## src/rtl/clock_pkg.sv

```systemverilog
// Shared definitions for the time-of-day controller: mode encoding,
// field widths and limits, and a constant-foldable ceil(log2) helper.
package clock_pkg;

   typedef enum logic [1:0] {
      MODE_RUN   = 2'd0,
      MODE_SET_H = 2'd1,
      MODE_SET_M = 2'd2
   } mode_e;

   localparam int HH_W = 5;
   localparam int MS_W = 6;

   localparam logic [HH_W-1:0] HH_MAX = 5'd23;
   localparam logic [MS_W-1:0] MS_MAX = 6'd59;

   function automatic int clog2(input int unsigned v);
      int r;
      r = 0;
      for (int i = 0; i < 32; i++) begin
         if (((v - 1) >> i) != 0) r = i + 1;
      end
      return r;
   endfunction

endpackage

```

## src/rtl/clock_ctrl_if.sv

```systemverilog
// Button/load inputs and time/display outputs of clock_ctrl, bundled so
// the controller and its environment share a single connection.
interface clock_ctrl_if;
   import clock_pkg::*;

   logic            btn_mode;
   logic            btn_inc;
   logic            load;
   logic [HH_W-1:0] load_hh;
   logic [MS_W-1:0] load_mm;
   logic [MS_W-1:0] load_ss;
   logic [HH_W-1:0] hh;
   logic [MS_W-1:0] mm;
   logic [MS_W-1:0] ss;
   logic [1:0]      mode;
   logic            blink;
   logic            sec_tick;
   logic            load_err;

   modport master (
      output btn_mode, btn_inc, load, load_hh, load_mm, load_ss,
      input  hh, mm, ss, mode, blink, sec_tick, load_err
   );

   modport slave (
      input  btn_mode, btn_inc, load, load_hh, load_mm, load_ss,
      output hh, mm, ss, mode, blink, sec_tick, load_err
   );

endinterface

```

## src/rtl/clock_ctrl_tick_gen.sv

```systemverilog
// Free-running 0..CLK_HZ-1 prescaler with synchronous clear. Exports the
// next count so the parent can register blink aligned with the counter.
import clock_pkg::*;

module tick_gen #(
   parameter int CLK_HZ = 50_000_000
) (
   input  logic                      clk,
   input  logic                      rst,
   input  logic                      clr,
   output logic                      tick,
   output logic [clog2(CLK_HZ)-1:0]  cnt_nxt
);

   localparam int PW = clog2(CLK_HZ);
   localparam logic [PW-1:0] LAST = PW'(CLK_HZ - 1);

   logic [PW-1:0] cnt_q;

   always_comb begin
      tick = (cnt_q == LAST);
      if (clr || tick) cnt_nxt = '0;
      else             cnt_nxt = cnt_q + 1'b1;
   end

   always_ff @(posedge clk or negedge rst) begin
      if (!rst) cnt_q <= '0;
      else      cnt_q <= cnt_nxt;
   end

endmodule

```

## src/rtl/clock_ctrl.sv

```systemverilog
// HH:MM:SS time-of-day controller with run/set modes and an external load.
//   state      | meaning
//   MODE_RUN   | time advances once per prescaler wrap, sec_tick pulses
//   MODE_SET_H | counting halted, btn_inc steps hours, blink active
//   MODE_SET_M | counting halted, btn_inc steps minutes (no carry), blink active
import clock_pkg::*;

module clock_ctrl #(
   parameter int CLK_HZ = 50_000_000
) (
   input  logic        clk,
   input  logic        rst,
   clock_ctrl_if.slave bus
);

   localparam int PW = clog2(CLK_HZ);
   localparam logic [PW-1:0] HALF = PW'(CLK_HZ / 2);

   mode_e           mode_q, mode_d;
   logic [HH_W-1:0] hh_q, hh_d;
   logic [MS_W-1:0] mm_q, mm_d;
   logic [MS_W-1:0] ss_q, ss_d;
   logic            sec_tick_q, sec_tick_d;
   logic            load_err_q, load_err_d;
   logic            blink_q, blink_d;
   logic            cnt_clr;
   logic            tick;
   logic [PW-1:0]   cnt_nxt;
   logic            load_ok;

   tick_gen #(.CLK_HZ(CLK_HZ)) u_tick_gen (
      .clk     (clk),
      .rst     (rst),
      .clr     (cnt_clr),
      .tick    (tick),
      .cnt_nxt (cnt_nxt)
   );

   assign load_ok = (bus.load_hh <= HH_MAX) && (bus.load_mm <= MS_MAX) &&
                    (bus.load_ss <= MS_MAX);

   // Event priority: load > btn_mode > btn_inc > tick; losers are dropped.
   // A rejected load still wins the cycle, so nothing else moves with it.
   always_comb begin
      mode_d     = mode_q;
      hh_d       = hh_q;
      mm_d       = mm_q;
      ss_d       = ss_q;
      sec_tick_d = 1'b0;
      load_err_d = 1'b0;
      cnt_clr    = 1'b0;

      if (bus.load) begin
         if (load_ok) begin
            hh_d    = bus.load_hh;
            mm_d    = bus.load_mm;
            ss_d    = bus.load_ss;
            mode_d  = MODE_RUN;
            cnt_clr = 1'b1;
         end else begin
            load_err_d = 1'b1;
         end
      end else if (bus.btn_mode) begin
         case (mode_q)
            MODE_RUN: begin
               mode_d = MODE_SET_H;
               ss_d   = '0;
            end
            MODE_SET_H: mode_d = MODE_SET_M;
            default: begin
               mode_d  = MODE_RUN;
               cnt_clr = 1'b1;
            end
         endcase
      end else if (bus.btn_inc && (mode_q != MODE_RUN)) begin
         if (mode_q == MODE_SET_H) hh_d = (hh_q == HH_MAX) ? '0 : hh_q + 1'b1;
         else                      mm_d = (mm_q == MS_MAX) ? '0 : mm_q + 1'b1;
      end else if (tick && (mode_q == MODE_RUN)) begin
         sec_tick_d = 1'b1;
         if (ss_q == MS_MAX) begin
            ss_d = '0;
            if (mm_q == MS_MAX) begin
               mm_d = '0;
               hh_d = (hh_q == HH_MAX) ? '0 : hh_q + 1'b1;
            end else begin
               mm_d = mm_q + 1'b1;
            end
         end else begin
            ss_d = ss_q + 1'b1;
         end
      end

      blink_d = (mode_d != MODE_RUN) && (cnt_nxt < HALF);
   end

   always_ff @(posedge clk or negedge rst) begin
      if (!rst) begin
         mode_q     <= MODE_RUN;
         hh_q       <= '0;
         mm_q       <= '0;
         ss_q       <= '0;
         sec_tick_q <= 1'b0;
         load_err_q <= 1'b0;
         blink_q    <= 1'b0;
      end else begin
         mode_q     <= mode_d;
         hh_q       <= hh_d;
         mm_q       <= mm_d;
         ss_q       <= ss_d;
         sec_tick_q <= sec_tick_d;
         load_err_q <= load_err_d;
         blink_q    <= blink_d;
      end
   end

   assign bus.hh       = hh_q;
   assign bus.mm       = mm_q;
   assign bus.ss       = ss_q;
   assign bus.mode     = mode_q;
   assign bus.blink    = blink_q;
   assign bus.sec_tick = sec_tick_q;
   assign bus.load_err = load_err_q;

endmodule

```

## src/flat_wrapper.sv

```systemverilog
// flat-port wrapper written by rule: the top's interface ports become plain ports
module clock_ctrl_flat 
#(
   parameter int CLK_HZ = 50_000_000
)
  (clk, rst, bus_btn_mode, bus_btn_inc, bus_load, bus_load_hh, bus_load_mm, bus_load_ss, bus_hh, bus_mm, bus_ss, bus_mode, bus_blink, bus_sec_tick, bus_load_err);
  clock_ctrl_if bus_i ();
  input  logic clk;
  input  logic rst;
  input wire logic [$bits(bus_i.btn_mode)-1:0] bus_btn_mode;
  input wire logic [$bits(bus_i.btn_inc)-1:0] bus_btn_inc;
  input wire logic [$bits(bus_i.load)-1:0] bus_load;
  input wire logic [$bits(bus_i.load_hh)-1:0] bus_load_hh;
  input wire logic [$bits(bus_i.load_mm)-1:0] bus_load_mm;
  input wire logic [$bits(bus_i.load_ss)-1:0] bus_load_ss;
  output wire logic [$bits(bus_i.hh)-1:0] bus_hh;
  output wire logic [$bits(bus_i.mm)-1:0] bus_mm;
  output wire logic [$bits(bus_i.ss)-1:0] bus_ss;
  output wire logic [$bits(bus_i.mode)-1:0] bus_mode;
  output wire logic [$bits(bus_i.blink)-1:0] bus_blink;
  output wire logic [$bits(bus_i.sec_tick)-1:0] bus_sec_tick;
  output wire logic [$bits(bus_i.load_err)-1:0] bus_load_err;
  assign bus_i.btn_mode = bus_btn_mode;
  assign bus_i.btn_inc = bus_btn_inc;
  assign bus_i.load = bus_load;
  assign bus_i.load_hh = bus_load_hh;
  assign bus_i.load_mm = bus_load_mm;
  assign bus_i.load_ss = bus_load_ss;
  assign bus_hh = bus_i.hh;
  assign bus_mm = bus_i.mm;
  assign bus_ss = bus_i.ss;
  assign bus_mode = bus_i.mode;
  assign bus_blink = bus_i.blink;
  assign bus_sec_tick = bus_i.sec_tick;
  assign bus_load_err = bus_i.load_err;
  clock_ctrl #(.CLK_HZ(CLK_HZ)) u_core (.clk(clk), .rst(rst), .bus(bus_i));
endmodule
```

## config.mk

```make
export PLATFORM = sky130hd
export DESIGN_NAME = clock_ctrl_flat
export DESIGN_NICKNAME = d
export VERILOG_FILES = /design/src/rtl/clock_pkg.sv /design/src/rtl/clock_ctrl_if.sv /design/src/rtl/clock_ctrl_tick_gen.sv /design/src/rtl/clock_ctrl.sv /design/src/flat_wrapper.sv
export SDC_FILE = /design/constraint.sdc
export NUM_CORES = 1
export LEC_CHECK = 0
export ABC_AREA = 0
export BUFFER_PORTS_ARGS = -buffer_cell sky130_fd_sc_hd__buf_2
export CAP_MARGIN = 20
export CORE_MARGIN = 2
export CORE_UTILIZATION = 51
export DETAILED_ROUTE_END_ITERATION = 8
export PLACE_DENSITY = 0.83
export SYNTH_ARGS = -nofsm -noshare
export SYNTH_HDL_FRONTEND = slang
export SYNTH_SLANG_ARGS = --single-unit
```

## constraint.sdc

```tcl
create_clock -name clk -period 2.3 [get_ports clk]
set_input_delay 0.345 -clock clk [delete_from_list [all_inputs] [get_ports clk]]
set_output_delay 0.345 -clock clk [all_outputs]
set_load 0.02 [all_outputs]
```

==> results of run 1 <==
[synth_stat cells, types with 3 or more instances]
cell type   n
mux2i_1     3
a31oi_1     3
dfrtp_1    48
xnor2_1    13
o21ai_0     5
or4_1       3
nor2b_1     4
nor4_1      4
and3_1     11
o31ai_1     8
nor3_1      8
mux2_1      3
a21oi_1    10
nand4_1     8
ha_1        4
nor4_2      3
nor2_1     42
nand2_1    24
o21ai_1    13
and4_1      6
clkbuf_1   10
nand3_1    19
inv_1       5
xor2_1     14
nor3b_1     4
nand4b_1    4
[cell usage in the layout, fill, tap and decap left out, drive strengths merged, types with 11 or more instances in the layout]
master   n
buf     73
nand3   19
and3    11
xnor2   13
xor2    14
dfrtp   48
nand2   24
nor2    42
a21oi   11
o21ai   19
[critical path, delay by kind of cell (launching register included)]
| family | cells | cell delay, ns |
|---|---|---|
| AND/OR/NAND/NOR | 4 | 1.09 |
| flip-flops | 1 | 0.40 |
| AO/OA/AOI/OAI | 2 | 0.29 |
| adder cells (fa/ha/maj) | 1 | 0.23 |
| buffers and inverters | 1 | 0.18 |
[how the worst max path moves through the flow]
stage,startpoint,to,slack (ns),depth (start not counted)
final,u_core.u_tick_gen.cnt_q[0],u_core.bus.mm[2],0.06,8
after global routing,u_core.u_tick_gen.cnt_q[9],u_core.bus.ss[2],-0.08,8
after global placement,u_core.u_tick_gen.cnt_q[9],u_core.bus.ss[2],0.09,8
after detailed placement,u_core.u_tick_gen.cnt_q[9],u_core.bus.ss[4],-0.009,8
after floorplan,u_core.u_tick_gen.cnt_q[10],u_core.bus.ss[2],0.03,9
after CTS,u_core.u_tick_gen.cnt_q[0],u_core.bus.ss[4],0.02,8
[power by group]
group	leakage [nW]	internal, mW	total, mW	switching [mW]
clock network	0.0642	0.428	0.699	0.271
logic	0.866	0.275	0.662	0.387
registers	0.629	0.959	1.12	0.162
[sequential cells by signal (all words and copies together) (netlist names)]
name,cells
u_core.bus.sec_tick,1
u_core.bus.ss,6
u_core.bus.mm,6
u_core.bus.mode,2
u_core.bus.blink,1
u_core.u_tick_gen.cnt_q,26
u_core.bus.load_err,1
u_core.bus.hh,5
[layout make-up]
type	instances	area, um^2	area share, %
tap	72	90.09	2.561
inverter	5	18.77	0.5336
clock buffer	5	68.82	1.957
multi-input combinational	245	1635	46.50
timing repair buffer	73	441.7	12.56
clock inverter	2	60.06	1.708
sequential	48	1202	34.19
[kinds of logic (layout without fill, tap and decap cells)]
| logic type | Yosys count | in the layout | share of synthesized area [%] |
|---|---|---|---|
| flops | 48 | 48 | 42.63 |
| xor+xnor | 27 | 27 | 8.393 |
| mux | 7 | 7 | 2.664 |
| buf+inv | 17 | 85 | 2.576 |
| fa+ha+maj | 4 | 4 | 1.776 |
| compound gates | 58 | 58 | 13.54 |
| simple gates | 149 | 149 | 28.42 |
[layer usage]
layer	global-route usage (%)	share of wire [%]	vias up
met5	0	0	-
met4	6.667	1.9	0
met3	4.483	4.9	15
met2	37.84	49	85
met1	30.15	44	1270
li1	-	-	1271
[timing repair]
action / CTS / global route
hold buffers: 0 / 0
buffers inserted: 1 / 1
pin swaps: 1 / 5
setup endpoints to repair: 1 / 14
gates resized for setup: 0 / 17
cloned: 0 / 1
[through the flow]
step                      hold slack, ns  total power, mW  utilization, %   TNS, ns
after global placement            0.4600            1.742           60.93         0
after global routing              0.1833            2.630           65.07   -0.4794
after CTS                         0.1562            2.463           63.45         0
after detailed placement          0.4728            1.766           60.93  -0.01137
after floorplan                  0.04941            1.517               -         0
final                             0.1306            2.483           65.07         0
==> results.cfg, run 1 <==
[logic_synthesis]
synth_top_cell_by_area = dfrtp_1
ys_seq_elements = 48
ys.warnings.count = 0
yosysTopAreaCellShare_pct = 42.63
synth_seq_area_share_pct = 42.63
synthFlopType = dfrtp_1
async_flop_share_pct = 100.0
syn_area_per_cell_um2 = 9.089
synth_cell_types = 50
synth_edf_count = 0
synthTopCellsByArea = dfrtp_1 43%, nor2_1 5.6%, xor2_1 4.4%
synthCells = 310
synth_fp_nets = 336
syn-cell-area_um2 = 2818

[routing]
routed_wl_um = 6695
drt-vias-per-instance = 5.869
drtIter0Drc = 175
drc = 0
ant_nets = 0
firstDrtPassIters = 5
vias = 2641
routedWlPerCell_um = 14.88

[sta]
setup_ws_ns = 0.05619
setup_viol = 0
tightest_slew_ns = 0.5975
slew_viol_final = 0
finalClockSkew_ns = 0.005175
slew_headroom_pct = 60.17
finalHoldViolCount = 0
fmax_ghz = 0.4457
period_minus_slack_ns = 2.244
rsz0062_at_grt = yes
timing.final.crit_share_pct = 97.56

[clocking]
clkTransAtPathRegs_ns = 0.09
clock_latency_ns = 0.29
cts_made_buffers = 5
cts_tree = yes
root_buffer = clkbuf_8
ctsHtreeMaxLevel = 2
cts_num_sinks = 48
clock_path_buffers = 2

[global_route]
grt_max_degree = 49
grt_overflow = 0
antenna_found_initial = 0
grt_pass1_vias = 2444
grtUsageTotal_pct = 22.72
grt_first_pass_wirelength_um = 11210

[setup_path]
r2r_end = u_core.bus.mm[2]
reg2reg_from = u_core.u_tick_gen.cnt_q[0]
startpoint_type = flop
crit_fanout = 12
end_kind = flop
slowest_delay_ns = 0.55
arrival_ns = 2.48
crit_chain = ha_2 -> nand3_1 -> or4_4 -> o21ai_4 -> a21oi_4 -> buf_4 -> or3_1 -> nand3_1
crit_required_ns = 2.53
worstSetupPathType = reg -> reg
rr_worst_depth = 8
critPathSlowestCell = or4_4
crit_top_cell = nand3_1
r2r_setup_slack_ns = 0.06

[pwr]
power_density_nw_per_um2 = 706.0
p_leak_nw = 1.560
irDropWorstVdd_uv = 461.8

[placed_design]
place.gp.congestion = 0.8821
numPortBuffers = 43
dpl.hpwl_um = 4880
placedCellCount = 440
dpl_worst_slack_ns = -0.009224
placed_area_um2 = 3293

[finish]
final_nets = 404
final_area_um2 = 3517
drive_above_1_share_pct = 27.78
antenna_cells = 0
fillers = 447
layout.cells.non_filler = 450
area_growth_pct = 24.82

[die]
io_pins = 44
rows = 27
die_h_um = 78.33
dieArea_um2 = 6136
core_um2 = 5405
die_w_um = 78.33
initial_core_util_pct = 52.13

[min_path]
hp-class = in -> async

[job]
maxCapViolations = 0

[status]
status = finished, final reports clean
Note: power is estimated with default switching activity, not from simulation.
==> run 2, diff against run 1 <==
--- a/config.mk
+++ b/config.mk
@@ -8,10 +8,10 @@
 export ABC_AREA = 0
 export BUFFER_PORTS_ARGS = -buffer_cell sky130_fd_sc_hd__buf_2
 export CAP_MARGIN = 20
-export CORE_MARGIN = 2
 export CORE_UTILIZATION = 51
 export DETAILED_ROUTE_END_ITERATION = 8
 export PLACE_DENSITY = 0.83
+export SLEW_MARGIN = 20
 export SYNTH_ARGS = -nofsm -noshare
 export SYNTH_HDL_FRONTEND = slang
 export SYNTH_SLANG_ARGS = --single-unit
==> run 2 against run 1 <==
Total power shrank 0.89%. Routed wire length grew 3.4%. Flip-flop and latch count is the same. Die area shrank 5.0%. Register-to-register slack lost 0.02 ns. Largest power group unchanged.
==> results.cfg, run 2 (synthesized netlist as in run 1, its figures left out) <==
[status]
status = finished, final reports clean

[setup_path]
startpoint_type = flop
slowest_delay_ns = 0.55
end_kind = flop
worstSetupPathType = reg -> reg
crit_fanout = 11
r2r_setup_slack_ns = 0.04
crit_top_cell = nand3_1
arrival_ns = 2.50
crit_required_ns = 2.53
critPathSlowestCell = or4_4
cp_num_buf_inv = 1
crit_chain = and4_1 -> nand3_1 -> or4_4 -> o21ai_4 -> a21oi_4 -> buf_4 -> or3_1 -> nand3_1
crit_family = simple AND/OR/NAND/NOR gates

[die]
dieArea_um2 = 5826
core_um2 = 5205
io_pins = 44
die_w_um = 76.33
rows = 26
die_h_um = 76.33
initial_core_util_pct = 54.13

[sta]
setup_viol = 0
slew_viol_final = 0
finalClockSkew_ns = 0.01156
setup_tns_ns = 0
finalHoldViolCount = 0
timing.final.crit_share_pct = 98.36
tightest_slew_ns = 0.6815
fmax_ghz = 0.4420
period_minus_slack_ns = 2.262
rsz0062_at_grt = yes
slew_headroom_pct = 54.40

[pwr]
pwr-share-clk_pct = 27.0
p_leak_nw = 1.583
swShare_pct = 34.26
power.switching_mw = 0.8432
power_density_nw_per_um2 = 696.2
irDropWorstVdd_uv = 508.9
combPwrFrac_pct = 27.3
p_int_mw = 1.618
power_frac_seq_pct = 45.7

[global_route]
grt_max_degree = 49
grt_pass1_vias = 2560
antenna_found_initial = 0
grt_first_pass_wirelength_um = 11800
grt_overflow = 0
grtUsageTotal_pct = 24.92

[finish]
regMostFlops = u_core.u_tick_gen.cnt_q
final_nets = 409
mostFrequentLayoutCell = dfrtp_1
drive_above_1_share_pct = 27.60
fillers = 416
antenna_cells = 0
largest_reg_flops = 26
layout.cells.non_filler = 454
final_area_um2 = 3535
area_growth_pct = 25.44
layout_common_cells = 48 x dfrtp_1, 43 x buf_2, 41 x nor2_1

[min_path]
hp-class = in -> async

[routing]
routed.top_layer = met4
drtIter0Drc = 278
routed_wl_um = 6924
met2_length_um = 3371
vias = 2646
wl_met1_um = 3167
ant_nets = 0
wl_met3_um = 312
routedWlPerCell_um = 15.25
firstDrtPassIters = 5
drc = 0
drt-vias-per-instance = 5.828

[clocking]
cts_made_buffers = 5
cts_num_sinks = 48
ctsHtreeMaxLevel = 2
root_buffer = clkbuf_8
cts_tree = yes
clock_path_buffers = 2
cts_hold_buffers = 0
clock_latency_ns = 0.30
clkTransAtPathRegs_ns = 0.08

[job]
maxCapViolations = 0

[placed_design]
numPortBuffers = 43
dpl.hpwl_um = 4999
placedCellCount = 440
place.gp.congestion = 0.8516
placed_area_um2 = 3306
-- run 2: worst reg2reg max path, cell delays in order, from the launching register on --
cell	delay (ns)
dfrtp_1	0.37
and4_1	0.25
nand3_1	0.10
or4_4	0.55
o21ai_4	0.17
a21oi_4	0.13
buf_4	0.17
or3_1	0.36
nand3_1	0.09
-- run 2: worst paths after layout --
kind / from / end / depth (start not counted)
worst max register to register: u_core.u_tick_gen.cnt_q[15] / u_core.bus.mm[2] / 8
max in group asynchronous: rst / u_core.u_tick_gen.cnt_q[6] / 2
worst min register to register: u_core.u_tick_gen.cnt_q[0] / u_core.u_tick_gen.cnt_q[0] / 1
min in group clk: bus_load_mm[3] / u_core.bus.mm[3] / 3
worst min-delay path: rst / u_core.u_tick_gen.cnt_q[13] / 2
worst max-delay path: u_core.u_tick_gen.cnt_q[15] / u_core.bus.mm[2] / 8
-- run 2: what timing repair did --
item                       4_1_cts  5_1_grt
setup endpoints to repair        1       13
gates resized for setup          0       11
pin swaps                        1        1
setup buffers                    0        5
gates cloned                     0        1
-- run 2: layer usage --
layer	vias to the layer above	global-route usage, %
met1	1292	34.32
met3	10	4.311
met5	-	0
li1	1276	-
met4	0	6.154
met2	68	40.81
-- run 2: per-stage QoR --
stage / util, % / power (mW) / hold WS (ns) / setup WS, ns
floorplan: - / 1.517 / 0.04941 / 0.02798
global placement: 63.51 / 1.736 / 0.4666 / 0.07056
detailed placement: 63.51 / 1.770 / 0.4790 / 0.01271
CTS: 65.94 / 2.434 / 0.1516 / 0.03282
global route: 67.91 / 2.594 / 0.1893 / -0.05153
finish: 67.91 / 2.461 / 0.1172 / 0.03778
-- run 2: final cells by class --
type | count | area (um^2) | area share, %
Multi-Input combinational cell | 245 | 1619 | 45.81
Sequential cell | 48 | 1201 | 33.98
Timing Repair Buffer | 78 | 481.7 | 13.63
Clock buffer | 7 | 96.34 | 2.726
Tap cell | 70 | 87.58 | 2.478
Clock inverter | 1 | 30.03 | 0.8496
Inverter | 5 | 18.77 | 0.5310
-- run 2: power by group through the flow --
stage / combinational [mW] / clock, mW / sequential, mW
after floorplan: 0.305 / 0 / 1.21
after global placement: 0.621 / 0 / 1.12
after detailed placement: 0.641 / 0 / 1.13
after CTS: 0.644 / 0.678 / 1.11
after global routing: 0.739 / 0.713 / 1.14
final: 0.671 / 0.665 / 1.13
